===== src/rtl/serial_rx_frame_if.sv =====
// Parallel-side and bit-stream signals of the framed serial receiver.
// The slave modport is the receiver; the master modport is the driving/consuming side.
interface serial_rx_frame_if #(
  parameter int DATA_W = 8
);
  logic              si;
  logic              en;
  logic              dready;
  logic [DATA_W-1:0] dout;
  logic              dvalid;
  logic              perr;
  logic              ferr;
  logic              ovr;

  modport master (
    output si, en, dready,
    input  dout, dvalid, perr, ferr, ovr
  );

  modport slave (
    input  si, en, dready,
    output dout, dvalid, perr, ferr, ovr
  );
endinterface


===== src/rtl/serial_rx_frame.sv =====
// Framed serial receiver: start, DATA_W bits LSB-first, optional parity, stop.
// Bits are taken only on strobe cycles; the word is presented on a valid/ready handshake.
module serial_rx_frame #(
  parameter int DATA_W     = 8,
  parameter int PARITY_EN  = 1,
  parameter int PARITY_ODD = 0
) (
  input logic               i_ck,
  input logic               i_rst,
  serial_rx_frame_if.slave  bus
);

  localparam int CNT_W = (DATA_W > 1) ? $clog2(DATA_W) : 1;
  localparam logic [CNT_W-1:0] CNT_LAST = CNT_W'(DATA_W - 1);

  typedef enum logic [2:0] {
    S_IDLE = 3'd0,
    S_DATA = 3'd1,
    S_PAR  = 3'd2,
    S_STOP = 3'd3,
    S_BRK  = 3'd4
  } state_t;

  state_t            r_state;
  state_t            w_state_nxt;
  logic [CNT_W-1:0]  r_cnt;
  logic [CNT_W-1:0]  w_cnt_nxt;
  logic [DATA_W-1:0] r_shift;
  logic [DATA_W-1:0] w_shift_nxt;
  logic              r_par;
  logic              w_par_nxt;
  logic              w_frame_done;
  logic              w_ferr_set;
  logic              w_perr;

  logic [DATA_W-1:0] r_dout;
  logic              r_dvalid;
  logic              r_perr;
  logic              r_ferr;
  logic              r_ovr;

  // Next-state and datapath decode; nothing moves unless the bit strobe is high
  always_comb begin
    w_state_nxt  = r_state;
    w_cnt_nxt    = r_cnt;
    w_shift_nxt  = r_shift;
    w_par_nxt    = r_par;
    w_frame_done = 1'b0;
    w_ferr_set   = 1'b0;
    if (bus.en) begin
      case (r_state)
        S_IDLE: begin
          if (!bus.si) begin
            w_state_nxt = S_DATA;
            w_cnt_nxt   = '0;
          end else begin
            w_state_nxt = S_IDLE;
          end
        end
        S_DATA: begin
          w_shift_nxt             = r_shift >> 1;
          w_shift_nxt[DATA_W-1]   = bus.si;
          w_cnt_nxt               = r_cnt + 1'b1;
          if (r_cnt == CNT_LAST) begin
            w_state_nxt = (PARITY_EN != 0) ? S_PAR : S_STOP;
          end else begin
            w_state_nxt = S_DATA;
          end
        end
        S_PAR: begin
          w_par_nxt   = bus.si;
          w_state_nxt = S_STOP;
        end
        S_STOP: begin
          if (bus.si) begin
            w_frame_done = 1'b1;
            w_state_nxt  = S_IDLE;
          end else begin
            w_ferr_set  = 1'b1;
            w_state_nxt = S_BRK;
          end
        end
        S_BRK: begin
          // A low line here is still the break, never a new start bit
          if (bus.si) begin
            w_state_nxt = S_IDLE;
          end else begin
            w_state_nxt = S_BRK;
          end
        end
        default: begin
          w_state_nxt = S_IDLE;
        end
      endcase
    end else begin
      w_state_nxt = r_state;
    end
  end

  assign w_perr = (PARITY_EN != 0) ? (^r_shift ^ r_par ^ (PARITY_ODD != 0)) : 1'b0;

  // Receive FSM state, bit counter and shift register
  always_ff @(posedge i_ck) begin
    if (i_rst) begin
      r_state <= S_IDLE;
      r_cnt   <= '0;
      r_shift <= '0;
      r_par   <= 1'b0;
    end else begin
      r_state <= w_state_nxt;
      r_cnt   <= w_cnt_nxt;
      r_shift <= w_shift_nxt;
      r_par   <= w_par_nxt;
    end
  end

  // Output word, handshake and error pulses; a full holding register drops the new frame
  always_ff @(posedge i_ck) begin
    if (i_rst) begin
      r_dout   <= '0;
      r_dvalid <= 1'b0;
      r_perr   <= 1'b0;
      r_ferr   <= 1'b0;
      r_ovr    <= 1'b0;
    end else begin
      r_ferr <= w_ferr_set;
      r_ovr  <= 1'b0;
      if (w_frame_done) begin
        if (!r_dvalid || bus.dready) begin
          r_dout   <= r_shift;
          r_dvalid <= 1'b1;
          r_perr   <= w_perr;
        end else begin
          r_ovr <= 1'b1;
        end
      end else if (r_dvalid && bus.dready) begin
        r_dvalid <= 1'b0;
      end else begin
        r_dvalid <= r_dvalid;
      end
    end
  end

  assign bus.dout   = r_dout;
  assign bus.dvalid = r_dvalid;
  assign bus.perr   = r_perr;
  assign bus.ferr   = r_ferr;
  assign bus.ovr    = r_ovr;

endmodule


===== src/flat_wrapper.sv =====
// flat-port wrapper written by rule: the top's interface ports become plain ports
module serial_rx_frame_flat 
#(
  parameter int DATA_W     = 8,
  parameter int PARITY_EN  = 1,
  parameter int PARITY_ODD = 0
)
  (i_ck, i_rst, bus_si, bus_en, bus_dready, bus_dout, bus_dvalid, bus_perr, bus_ferr, bus_ovr);
  serial_rx_frame_if #(.DATA_W(DATA_W)) bus_i ();
  input logic i_ck;
  input logic i_rst;
  input wire logic [$bits(bus_i.si)-1:0] bus_si;
  input wire logic [$bits(bus_i.en)-1:0] bus_en;
  input wire logic [$bits(bus_i.dready)-1:0] bus_dready;
  output wire logic [$bits(bus_i.dout)-1:0] bus_dout;
  output wire logic [$bits(bus_i.dvalid)-1:0] bus_dvalid;
  output wire logic [$bits(bus_i.perr)-1:0] bus_perr;
  output wire logic [$bits(bus_i.ferr)-1:0] bus_ferr;
  output wire logic [$bits(bus_i.ovr)-1:0] bus_ovr;
  assign bus_i.si = bus_si;
  assign bus_i.en = bus_en;
  assign bus_i.dready = bus_dready;
  assign bus_dout = bus_i.dout;
  assign bus_dvalid = bus_i.dvalid;
  assign bus_perr = bus_i.perr;
  assign bus_ferr = bus_i.ferr;
  assign bus_ovr = bus_i.ovr;
  serial_rx_frame #(.DATA_W(DATA_W), .PARITY_EN(PARITY_EN), .PARITY_ODD(PARITY_ODD)) u_core (.i_ck(i_ck), .i_rst(i_rst), .bus(bus_i));
endmodule

===== config.mk =====
export PLATFORM = sky130hd
export DESIGN_NAME = serial_rx_frame_flat
export DESIGN_NICKNAME = d
export VERILOG_FILES = /design/src/rtl/serial_rx_frame_if.sv /design/src/rtl/serial_rx_frame.sv /design/src/flat_wrapper.sv
export SDC_FILE = /design/constraint.sdc
export NUM_CORES = 1
export LEC_CHECK = 0
export ABC_AREA = 1
export BUFFER_PORTS_ARGS = -buffer_cell sky130_fd_sc_hd__buf_2
export CORE_UTILIZATION = 35
export CTS_BUF_LIST = sky130_fd_sc_hd__clkbuf_16
export DETAILED_ROUTE_END_ITERATION = 16
export SLEW_MARGIN = 25
export SYNTH_ARGS = -nofsm -noshare
export SYNTH_HDL_FRONTEND = slang
export SYNTH_SLANG_ARGS = --single-unit

===== constraint.sdc =====
create_clock -name i_ck -period 1.6 [get_ports i_ck]
set_input_delay 0.08 -clock i_ck [delete_from_list [all_inputs] [get_ports i_ck]]
set_output_delay 0.08 -clock i_ck [all_outputs]
set_load 0.02 [all_outputs]

# == Word level (Yosys, flattened, before mapping) ==
# Cells that the tools add are included.
# classes
add_sub_neg,1
n_mul,0
div_mod_pow,0
order_cmp,0
eq_ne,7
shift,0
mux,14
n_bitwise,4
n_reduce_logical,15
# ops
op,n
$pmux 3 s4,1
$mux 1,9
$reduce_and 2->1,4
$reduce_xor 8->1,1
$eq 3x2->1 const B,2
$eq 3x3->1 const B,2
$mux 3,2
$pmux 3 s2,1
$ne 2x2->1 const B,2
$reduce_bool 2->1,2
$reduce_or 2->1,2
$add 3x1->3 const B,1
$eq 3x1->1 const B,1
$logic_not 3->1,1
$not 1->1,3
$reduce_and 3->1,1
$reduce_or 3->1,1
$mux 2,1
$logic_and 1x1->1,1
$logic_not 1->1,1
$logic_or 1x1->1,1
$xor 1x1->1,1
# word_totals
reg_bits,27
latch_bits,0
mem_bits_rw,0
rom_bits,0
in_bits,5
out_inout_bits,12
wordCells,50
n_memories,0

# == Depth between registers and ports, before layout ==
# Gate-level depths: netlist of run 1.
# logic_depth
ltp_word,5
ltp_mapped,10
mapped_depth_nobuf,10

# == Least setup slack after synthesis of run 1 ==
# OpenSTA, ideal clock, no wires.
# synth_path
path_type,register to register
from,"register u_core.r_dvalid, in the netlist u_core.bus.dvalid"
to,"register u_core.r_perr, in the netlist u_core.bus.perr"
arrival_ps,1068
required_ps,1487
setup_slack_ps,419
path_stages_with_launch,9
n_path_buf,1
synth_period_minus_slack_ps,1181
cell_sequence,dfxtp_1 inv_1 nor2_1 inv_1 nand3_4 clkinv_4 buf_12 o21ai_2 nor2_1
# synth_via
elab_chain_len,3
# synth_rtl
item,line_no,source
from (decl),serial_rx_frame.sv:37,logic r_dvalid;
from (signal assigned),serial_rx_frame.sv:139,r_dvalid <= r_dvalid;
$logic_not 1->1,serial_rx_frame.sv:129,if (!r_dvalid || bus.dready) begin
$logic_or 1x1->1,serial_rx_frame.sv:129,
$reduce_and 2->1 (no source line),n/a,
to (signal assigned),serial_rx_frame.sv:132,r_perr <= w_perr;
to (decl),serial_rx_frame.sv:38,logic r_perr;
# No other way between the ends.
# A chain may end at the register's enable or synchronous reset.

# == Worst setup path in the final report of run 1 ==
# layout_path
from,register u_core.r_state[0]
to,register u_core.r_cnt[0]
# layout_via
elab_chain_len,3
word_cells_on_any_way,6
# layout_rtl
item,line_no,source
from (decl),serial_rx_frame.sv:24,state_t r_state;
from (signal assigned),serial_rx_frame.sv:110,r_state <= w_state_nxt;
$eq 3x1->1 or $logic_not 3->1 (tied branches),serial_rx_frame.sv:51,case (r_state)
$reduce_bool 2->1 (no source line) or $ne 2x2->1 (tied branches),n/a,
$reduce_and 3->1 (no source line),n/a,
to (signal assigned),serial_rx_frame.sv:111,r_cnt <= w_cnt_nxt;
to (decl),serial_rx_frame.sv:26,logic [CNT_W-1:0] r_cnt;
# Parallel ways exist; a longest one is shown, timed or not.

==> results of run 1 <==
[cell usage in the layout (no fill, tap or decap)]
cell and count:
a211oi_1 1, a21oi_1 24, a21oi_2 1, a311oi_1 1, buf_2 16, clkbuf_16 3
clkinv_2 1, clkinv_4 1, dfxtp_1 27, ha_1 2, inv_1 18, inv_2 4
nand2_1 41, nand2_2 3, nand3_1 3, nand3_4 1, nand4_1 1, nand4_2 1
nor2_1 4, nor2_2 1, nor3_1 2, nor3_2 2, o21ai_0 11, o21ai_1 8
o21ai_2 2
[power by group]
group | total [mW] | leakage, nW | internal (mW) | switching [mW]
Clock | 0.566 | 0.0409 | 0.337 | 0.229
Sequential | 0.700 | 0.218 | 0.685 | 0.0144
Combinational | 0.114 | 0.380 | 0.0373 | 0.0771
Total | 1.38 | 0.639 | 1.06 | 0.320
[through the flow]
stage | util | cells
2_1_floorplan | - | 163
3_3_place_gp | 0.398 | 221
3_5_place_dp | 0.398 | 221
4_1_cts | 0.422 | 225
5_1_grt | 0.422 | 225
6_report | 0.422 | 225
[flip-flops by register name, summed over array words and instances (netlist names)]
| register | flops |
|---|---|
| u_core.bus.dout | 8 |
| u_core.bus.dvalid | 1 |
| u_core.bus.ferr | 1 |
| u_core.bus.ovr | 1 |
| u_core.bus.perr | 1 |
| u_core.r_cnt | 3 |
| u_core.r_par | 1 |
| u_core.r_shift | 8 |
| u_core.r_state | 3 |
[cells in the mapped netlist, drive strengths merged]
cell type	instances	area share
clkbuf	2	0.0061
nand3	4	0.026
nor2	5	0.017
ha	2	0.020
a211oi	1	0.0061
nand4	2	0.015
o21ai	21	0.092
inv	22	0.067
nor3	4	0.024
nand2	44	0.14
clkinv	1	0.0071
buf	2	0.025
a21oi	25	0.10
dfxtp	27	0.44
a311oi	1	0.0071
[kinds of logic after synthesis]
family | synth area share
and+or+nand+nor | 0.224
AOI/OAI and AO/OA | 0.210
buffers and inverters | 0.106
DFF | 0.440
adders and majority gates | 0.0204
[layout make-up]
| type | count | area (um^2) |
|---|---|---|
| fillers | 357 | 1930 |
| multi-input cells | 109 | 558 |
| clock inverters | 1 | 5.00 |
| clock buffers | 3 | 75.1 |
| inverters | 23 | 91.3 |
| repair buffers | 16 | 80.1 |
| flip-flops and latches | 27 | 541 |
| well taps | 46 | 57.6 |
[per-layer routing]
layer,track usage,routed length (um),part of all wire,up-vias
li1,-,-,-,566
met1,0.153,1080,0.45,497
met2,0.256,1210,0.51,14
met3,0.0378,67,0.028,5
met4,0.0390,25,0.010,0
met5,0,0,0,-
[path summary, 6_finish.rpt]
check,endpoint,start,cells after the start,slack (ns)
worst max register to register,u_core.r_cnt[0]$_SDFFE_PP0P_,u_core.r_state[0]$_SDFFE_PP0P_,6,0.21
worst min register to register,u_core.r_cnt[2]$_SDFFE_PP0P_,u_core.r_cnt[2]$_SDFFE_PP0P_,2,0.48
worst min-delay path,u_core.bus.ferr$_SDFF_PP0_,bus_si,2,0.08
worst max-delay path,u_core.r_cnt[0]$_SDFFE_PP0P_,u_core.r_state[0]$_SDFFE_PP0P_,6,0.21
==> metrics, run 1 <==
Root Buffer clkbuf_16; TNS Setup 0 ns; worst hold slack 0.0833 ns; min Tclk post-route 1.39 ns; # DRC 0; Worst Hold Class in -> reg; wire per inst 10.6 um; clk_skew 0.00213 ns; CP max FO 16; Syn Nets 170; layout cells sized above 1 0.201; register area share after synthesis 0.440; status complete, no violations; initial antenna violation count 0; Die Wd 61.3 um; Area growth, synth to finish 14.6%; GRT overflow 0; synthesized area 1230 um^2; cell chain of the critical path inv_2, nor3_2, nand2_2, inv_2, o21ai_1, a21oi_1; Clock Latency Late Sink 0.26 ns; Yosys cell types 25; worst slack at placement 0.235 ns; Worst EP arrival 1.58 ns; DR vias/cell 4.81; drt total wl 2390 um; Crit path required time 1.79 ns; largest net degree at the start of global routing 18; Detailed Routing Iterations Pass 1 4; die height 61.3 um; vias in the first global route 886; delay-heaviest family, CP flip-flops; via count 1082; Hold-fix buffers, CTS 0; worst-margin pin slew 0.476 ns; critical path's slowest cell dfxtp_1; Warnings, synthesis 0; Resized cells post-CTS 0; CTS Buf Count 3; DP Area 1330 um^2; # Post-CTS Setup Buffers 0; clk sink count 27; Ports 17; Setup violations, final 0; Buffers & Inverters on Critical Path 2; Final Hold Fails 0; startpoint types flip-flop; critical path type reg -> reg; post-route ant nets 0; Power, Total 1.38 mW; f_max 0.720 GHz; setup ws final 0.211 ns; DPL Wire Length 1730 um; max_cap viols 0; Synth Instances 163; pwr/cell area 980 nW/um^2; PortBufs 16; clock transition at the registers of the reported paths 0.07 ns; total core area 3340 um^2; unrepaired setup endpoints after global routing no; Worst slew margin 0.682; Total GRT Usage 0.138; worst vdd ir 0.593 mV; Slew Limit Fails 0; # rows 21; GPL Wtd Cong 0.838; Worst Setup End Kind flip-flop; nets@finish 187; ANT cells 0; first-pass GRT wire length 3770 um; fin area 1410 um^2; Lkg Pwr 0.639 nW; CTS Buffer Depth 2; Die Area 3750 um^2; max incr delay on CP 0.45 ns; Mean Syn Cell Area 7.54 um^2; Initial Util 0.368; crit-path most repeated cell inv_2; CTS tree yes; CTS HTree Levels 1; Synth Register Bits 27; period utilization 0.868; Iter 0 DRT Violations 66
No activity file was read; power rests on OpenSTA's default activity.
==> inputs of run 2 (changes only) <==
--- a/config.mk
+++ b/config.mk
@@ -9,2 +9,4 @@
 export BUFFER_PORTS_ARGS = -buffer_cell sky130_fd_sc_hd__buf_2
+export CELL_PAD_IN_SITES_DETAIL_PLACEMENT = 0
+export CELL_PAD_IN_SITES_GLOBAL_PLACEMENT = 1
 export CORE_UTILIZATION = 35
@@ -12,2 +14,3 @@
 export DETAILED_ROUTE_END_ITERATION = 16
+export PLACE_DENSITY_LB_ADDON = 0.1
 export SLEW_MARGIN = 25
==> constraint.sdc (replaced) <==
create_clock -name i_ck -period 1.6 [get_ports i_ck]
set_input_delay 0.16 -clock i_ck [delete_from_list [all_inputs] [get_ports i_ck]]
set_output_delay 0.16 -clock i_ck [all_outputs]
set_load 0.02 [all_outputs]
==> run 2 against run 1 <==
Worst hold slack improved by 0.085 ns. Via count decreased by 5.1%. Fmax increased by 4.0%. Clock-buffer cell count unchanged. Setup slack improved by 0.053 ns. Total power increased by 0.35%. Clock skew increased by 0.0022 ns. Cell count unchanged. Sequential cell count unchanged. First-iteration DRC count decreased by 38%. Sequential share of layout area decreased by 0.068 points. Sequential power about the same. Critical path type unchanged.
==> metrics, run 2 (synthesis results as in run 1) <==
Buffers & Inverters on Critical Path 2; Power, Total 1.38 mW; CTS Buffer Depth 2; CP max FO 16; wire per inst 10.3 um; total core area 3340 um^2; drt total wl 2330 um; Ports 17; DPL Wire Length 1750 um; Worst slew margin 0.690; Crit. Startpoint u_core.r_state[0]$_SDFFE_PP0P_; first-pass GRT wire length 4080 um; max incr delay on CP 0.44 ns; setup ws final 0.263 ns; max_cap viols 0; initial antenna violation count 0; delay-heaviest family, CP simple AND/OR/NAND/NOR gates; Worst EP arrival 1.53 ns; via count 1027; r2r worst-path depth 6; CTS Buf Count 3; TNS Setup 0 ns; period utilization 0.835; # DRC 0; DR vias/cell 4.56; crit-path most repeated cell inv_2; Area growth, synth to finish 14.8%; commonest non-fill, non-tap cell in the layout nand2_1; Lkg Pwr 0.636 nW; Crit path required time 1.79 ns; Hold-fix buffers, CTS 0; worst vdd ir 0.334 mV; GPL Wtd Cong 0.773; ANT cells 0; startpoint types flip-flop; R2R Setup Slk 0.26 ns; Worst Hold Class in -> reg; f_max 0.748 GHz; commonest cells after routing, fill and taps aside 41 x nand2_1, 27 x dfxtp_1, 24 x a21oi_1, 18 x inv_1, 16 x buf_2; clock transition at the registers of the reported paths 0.07 ns; Clock Latency Late Sink 0.26 ns; pwr/cell area 982 nW/um^2; Worst Setup End Kind flip-flop; FF-to-FF End u_core.r_cnt[1]$_SDFFE_PP0P_; vias in the first global route 958; # rows 21; Setup crit end u_core.r_cnt[1]$_SDFFE_PP0P_; CTS HTree Levels 1; Final Hold Fails 0; min-delay src bus_si; CTS tree yes; Resized cells post-CTS 0; GRT overflow 0; unrepaired setup endpoints after global routing no; nets@finish 187; Detailed Routing Iterations Pass 1 4; Slew Limit Fails 0; final core utilization 0.423; Die Area 3750 um^2; Crit. path cell count 6; critical path type reg -> reg; Die Wd 61.3 um; worst-margin pin slew 0.464 ns; Iter 0 DRT Violations 41; critical path's slowest cell dfxtp_1; FILL cells 355; largest net degree at the start of global routing 18; Setup violations, final 0; layout cells sized above 1 0.201; Total GRT Usage 0.146; die height 61.3 um; clk sink count 27; cell chain of the critical path inv_2, nor3_2, nand2_2, inv_2, nand2_1, a21oi_1; status complete, no violations; post-route ant nets 0; min Tclk post-route 1.34 ns; Root Buffer clkbuf_16; PortBufs 16; clk_skew 0.00432 ns; worst slack at placement 0.261 ns; RR Startpoint u_core.r_state[0]$_SDFFE_PP0P_; # Post-CTS Setup Buffers 0; Initial Util 0.368
## run 2: cell count changes in the layout (fill, tap and decap cells not counted), sizes merged
cell	previous run	this run
clkinv	2	1
clkinvlp	0	1
## run 2: worst reg2reg max path, delay by kind of cell (launching register included)
kind | cells | cell delay (ns)
flops | 1 | 0.44
buf+inv | 2 | 0.22
compound gates | 1 | 0.14
simple gates | 3 | 0.48
## run 2: layout make-up
class | count | area (um^2) | area share
clock inverters | 1 | 7.51 | 0.00532
clock buffers | 3 | 75.1 | 0.0532
multi-input cells | 109 | 558 | 0.396
flip-flops and latches | 27 | 541 | 0.383
well taps | 46 | 57.6 | 0.0408
inverters | 23 | 91.3 | 0.0648
repair buffers | 16 | 80.1 | 0.0568
## run 2: worst min path at each step
stage | end | slack (ns) | cells after the start
4_1_cts | u_core.bus.ferr$_SDFF_PP0_ | 0.17 | 2
2_1_floorplan | u_core.bus.ferr$_SDFF_PP0_ | 0.24 | 1
5_1_grt | u_core.bus.ferr$_SDFF_PP0_ | 0.17 | 2
3_3_place_gp | u_core.bus.ferr$_SDFF_PP0_ | 0.44 | 2
6_report | u_core.bus.ferr$_SDFF_PP0_ | 0.17 | 2
3_5_place_dp | u_core.bus.ferr$_SDFF_PP0_ | 0.45 | 2
## run 2: report_power, final
part           leakage [nW]  total [mW]  switching (mW)  internal, mW
clock                0.0371       0.572           0.233         0.339
combinational         0.380       0.114          0.0769        0.0372
sequential            0.218       0.699          0.0134         0.685
total                 0.636        1.38           0.323          1.06
## run 2: through the flow
stage                     instance area, um^2  cells  hold slack, ns
after CTS                                1410    225           0.171
after detailed placement                 1330    221           0.450
final                                    1410    225           0.168
after floorplan                          1230    163           0.239
after global placement                   1330    221           0.443
after global routing                     1410    225           0.173
## run 2: routing by layer
layer | vias up | track usage | share of wire
met5 | - | 0 | 0
met4 | 0 | 0.0487 | 0.0086
met3 | 2 | 0.0252 | 0.018
met2 | 8 | 0.248 | 0.45
met1 | 449 | 0.188 | 0.52
li1 | 568 | - | -
==> inputs of run 3 (changes only) <==
ABC_AREA = 0   (was 1)
clock period = 1.2 ns   (was 1.6 ns; I/O delays follow)
==> run 3 against run 2 <==
The run now ends with setup timing left. Via count decreased by 11%. Clock power increased by 33%. Highest routed layer unchanged. Cell count decreased by 12%. Global-route usage decreased by 0.38 points. Die area decreased by 9.7%. Critical path depth decreased by 2.
==> metrics, run 3 <==
top cells by area, synth dfxtp_1 49%, mux2i_1 9.0%, nand2_1 6.1%; Iter 0 DRT Violations 18; startpoint types flip-flop; first-pass GRT wire length 3680 um; GPL Wtd Cong 0.723; final core utilization 0.502; DPL Wire Length 1530 um; fin area 1520 um^2; commonest cells after routing, fill and taps aside 20 x dfxtp_1, 18 x buf_4, 17 x nand2_1, 16 x buf_2, 15 x nor2_1; Die Area 3390 um^2; Clk network pwr share 0.432; ANT cells 0; clk sink count 27; worst vdd ir 0.530 mV; Seq pwr share 0.515; Final Hold Fails 0; period utilization 1.26; TNS Setup -0.311 ns; max_cap viols 0; Int Pwr 1.40 mW; Yosys top cell area share 0.489; PortBufs 16; # Post-CTS Setup Buffers 0; Slew Limit Fails 0; min-delay src bus_dready; status complete, but fails checks; drt total wl 2190 um; Setup violations, final 1; hold depth 3; die height 58.2 um; Worst EP arrival 1.71 ns; R2R Setup Slk -0.31 ns; # rows 20; Clock Latency Late Sink 0.26 ns; clk_skew 0.00503 ns; # DRC 0; DP Area 1370 um^2; Area growth, synth to finish 37.4%; clock transition at the registers of the reported paths 0.07 ns; worst-margin pin slew 0.203 ns; Root Buffer clkbuf_16; Total GRT Usage 0.143; Syn Nets 127; RR Startpoint u_core.r_shift[4]$_SDFFE_PP0P_; CTS Buf Count 3; CTS Buffer Depth 2; dominant synthesized flop cell dfxtp_1; Die Wd 58.2 um; CTS tree yes; Ports 17; most common cell in the netlist dfxtp_1; Detailed Routing Iterations Pass 1 4; critical path type reg -> reg; FF-to-FF End u_core.bus.perr$_SDFFE_PP0P_; Warnings, synthesis 0; failing checks setup timing; total core area 3030 um^2; via count 910; asr flop ratio synth 0; DR vias/cell 4.60; Lkg Pwr 0.694 nW; setup ws final -0.311 ns; unrepaired setup endpoints after global routing yes; Synth Instances 120; post-route ant nets 0; hold path endpoint u_core.bus.ovr$_SDFF_PP0_; pwr/cell area 1160 nW/um^2; Mean Syn Cell Area 9.22 um^2; top cells by count, synth 27 x dfxtp_1, 18 x nand2_1, 16 x nor2_1; largest area contributor in the netlist dfxtp_1; CP max FO 2; Synth Register Bits 27; largest net degree at the start of global routing 20; synthesized area 1110 um^2; Worst Setup End Kind flip-flop; vias in the first global route 815; r2r worst-path depth 4; sw frac 0.206; commonest non-fill, non-tap cell in the layout dfxtp_1; min Tclk post-route 1.51 ns; combinational power share 0.054; GRT overflow 0; Worst Hold Class in -> reg; f_max 0.662 GHz; Post-synth EDFFs 0; wire per inst 11.1 um; initial antenna violation count 0; Worst slew margin 0.863; layout cells sized above 1 0.390; nets@finish 162; Yosys cell types 29; CTS HTree Levels 1; register area share after synthesis 0.489; Initial Util 0.365; Crit path required time 1.40 ns; switching pwr 361 uW
==> run 3: worst max path at each step <==
stage                                              end  cells past startpoint                      startpoint
after floorplan           u_core.bus.perr$_SDFFE_PP0P_                      4  u_core.r_shift[4]$_SDFFE_PP0P_
after global placement    u_core.bus.perr$_SDFFE_PP0P_                      4  u_core.r_shift[4]$_SDFFE_PP0P_
after detailed placement  u_core.bus.perr$_SDFFE_PP0P_                      4  u_core.r_shift[4]$_SDFFE_PP0P_
after CTS                 u_core.bus.perr$_SDFFE_PP0P_                      4  u_core.r_shift[3]$_SDFFE_PP0P_
after global routing      u_core.bus.perr$_SDFFE_PP0P_                      4  u_core.r_shift[4]$_SDFFE_PP0P_
final                     u_core.bus.perr$_SDFFE_PP0P_                      4  u_core.r_shift[4]$_SDFFE_PP0P_
==> run 3: power groups by stage <==
stage          Combinational, mW  Sequential (mW)  Clock (mW)
6_report                  0.0943            0.904       0.758
5_1_grt                    0.105            0.904       0.825
2_1_floorplan             0.0504            0.924           0
4_1_cts                   0.0883            0.903       0.792
3_5_place_dp              0.0879            0.925           0
3_3_place_gp              0.0868            0.924           0
==> run 3: per-layer routing <==
metal  track usage  part of all wire  vias to the layer above  wire [um]
li1              -                 -                      474          -
met1         0.197              0.53                      415       1160
met2         0.212              0.42                       16        922
met3        0.0402             0.037                        5         82
met4        0.0510             0.013                        0         28
met5             0                 0                        -          0
==> run 3: logic make-up (layout without fill, tap and decap cells) <==
logic type,count (synthesis),in the layout,synth area share
AOI/OAI and AO/OA,17,17,0.0928
xor gates and xnor gates,6,6,0.0600
adders and majority gates,2,2,0.0226
buffers and inverters,8,42,0.0339
DFF,27,27,0.489
muxes,10,10,0.0905
and+or+nand+nor,50,50,0.212
==> run 3: area by class of cell <==
class                           instances  area, um^2
Tap cell                               44        55.1
Inverter                                1        3.75
Sequential cell                        27         549
Multi-Input combinational cell         85         581
Clock buffer                            3        75.1
Fill cell                             302        1510
Clock inverter                          1        7.51
Timing Repair Buffer                   37         249
==> run 3: critical path, stage by stage (launching register included) <==
cell     delay (ns)
dfxtp_2        0.33
xnor2_2        0.14
xnor3_1        0.42
or4_1          0.47
nand3_1        0.08
==> run 3: stage by stage <==
| stage | power, mW | hold WS (ns) | instances | setup slack, ns |
|---|---|---|---|---|
| finish | 1.76 | 0.158 | 198 | -0.311 |
| global placement | 1.01 | 0.424 | 194 | -0.298 |
| floorplan | 0.975 | 0.196 | 120 | -0.256 |
| CTS | 1.78 | 0.153 | 198 | -0.312 |
| global route | 1.83 | 0.177 | 198 | -0.349 |
| detailed placement | 1.01 | 0.430 | 194 | -0.304 |
==> run 3: repair_timing <==
action,CTS,global route
resized for setup,4,15
hold buffers,0,0
setup endpoints to repair,13,23
pin swaps,1,5
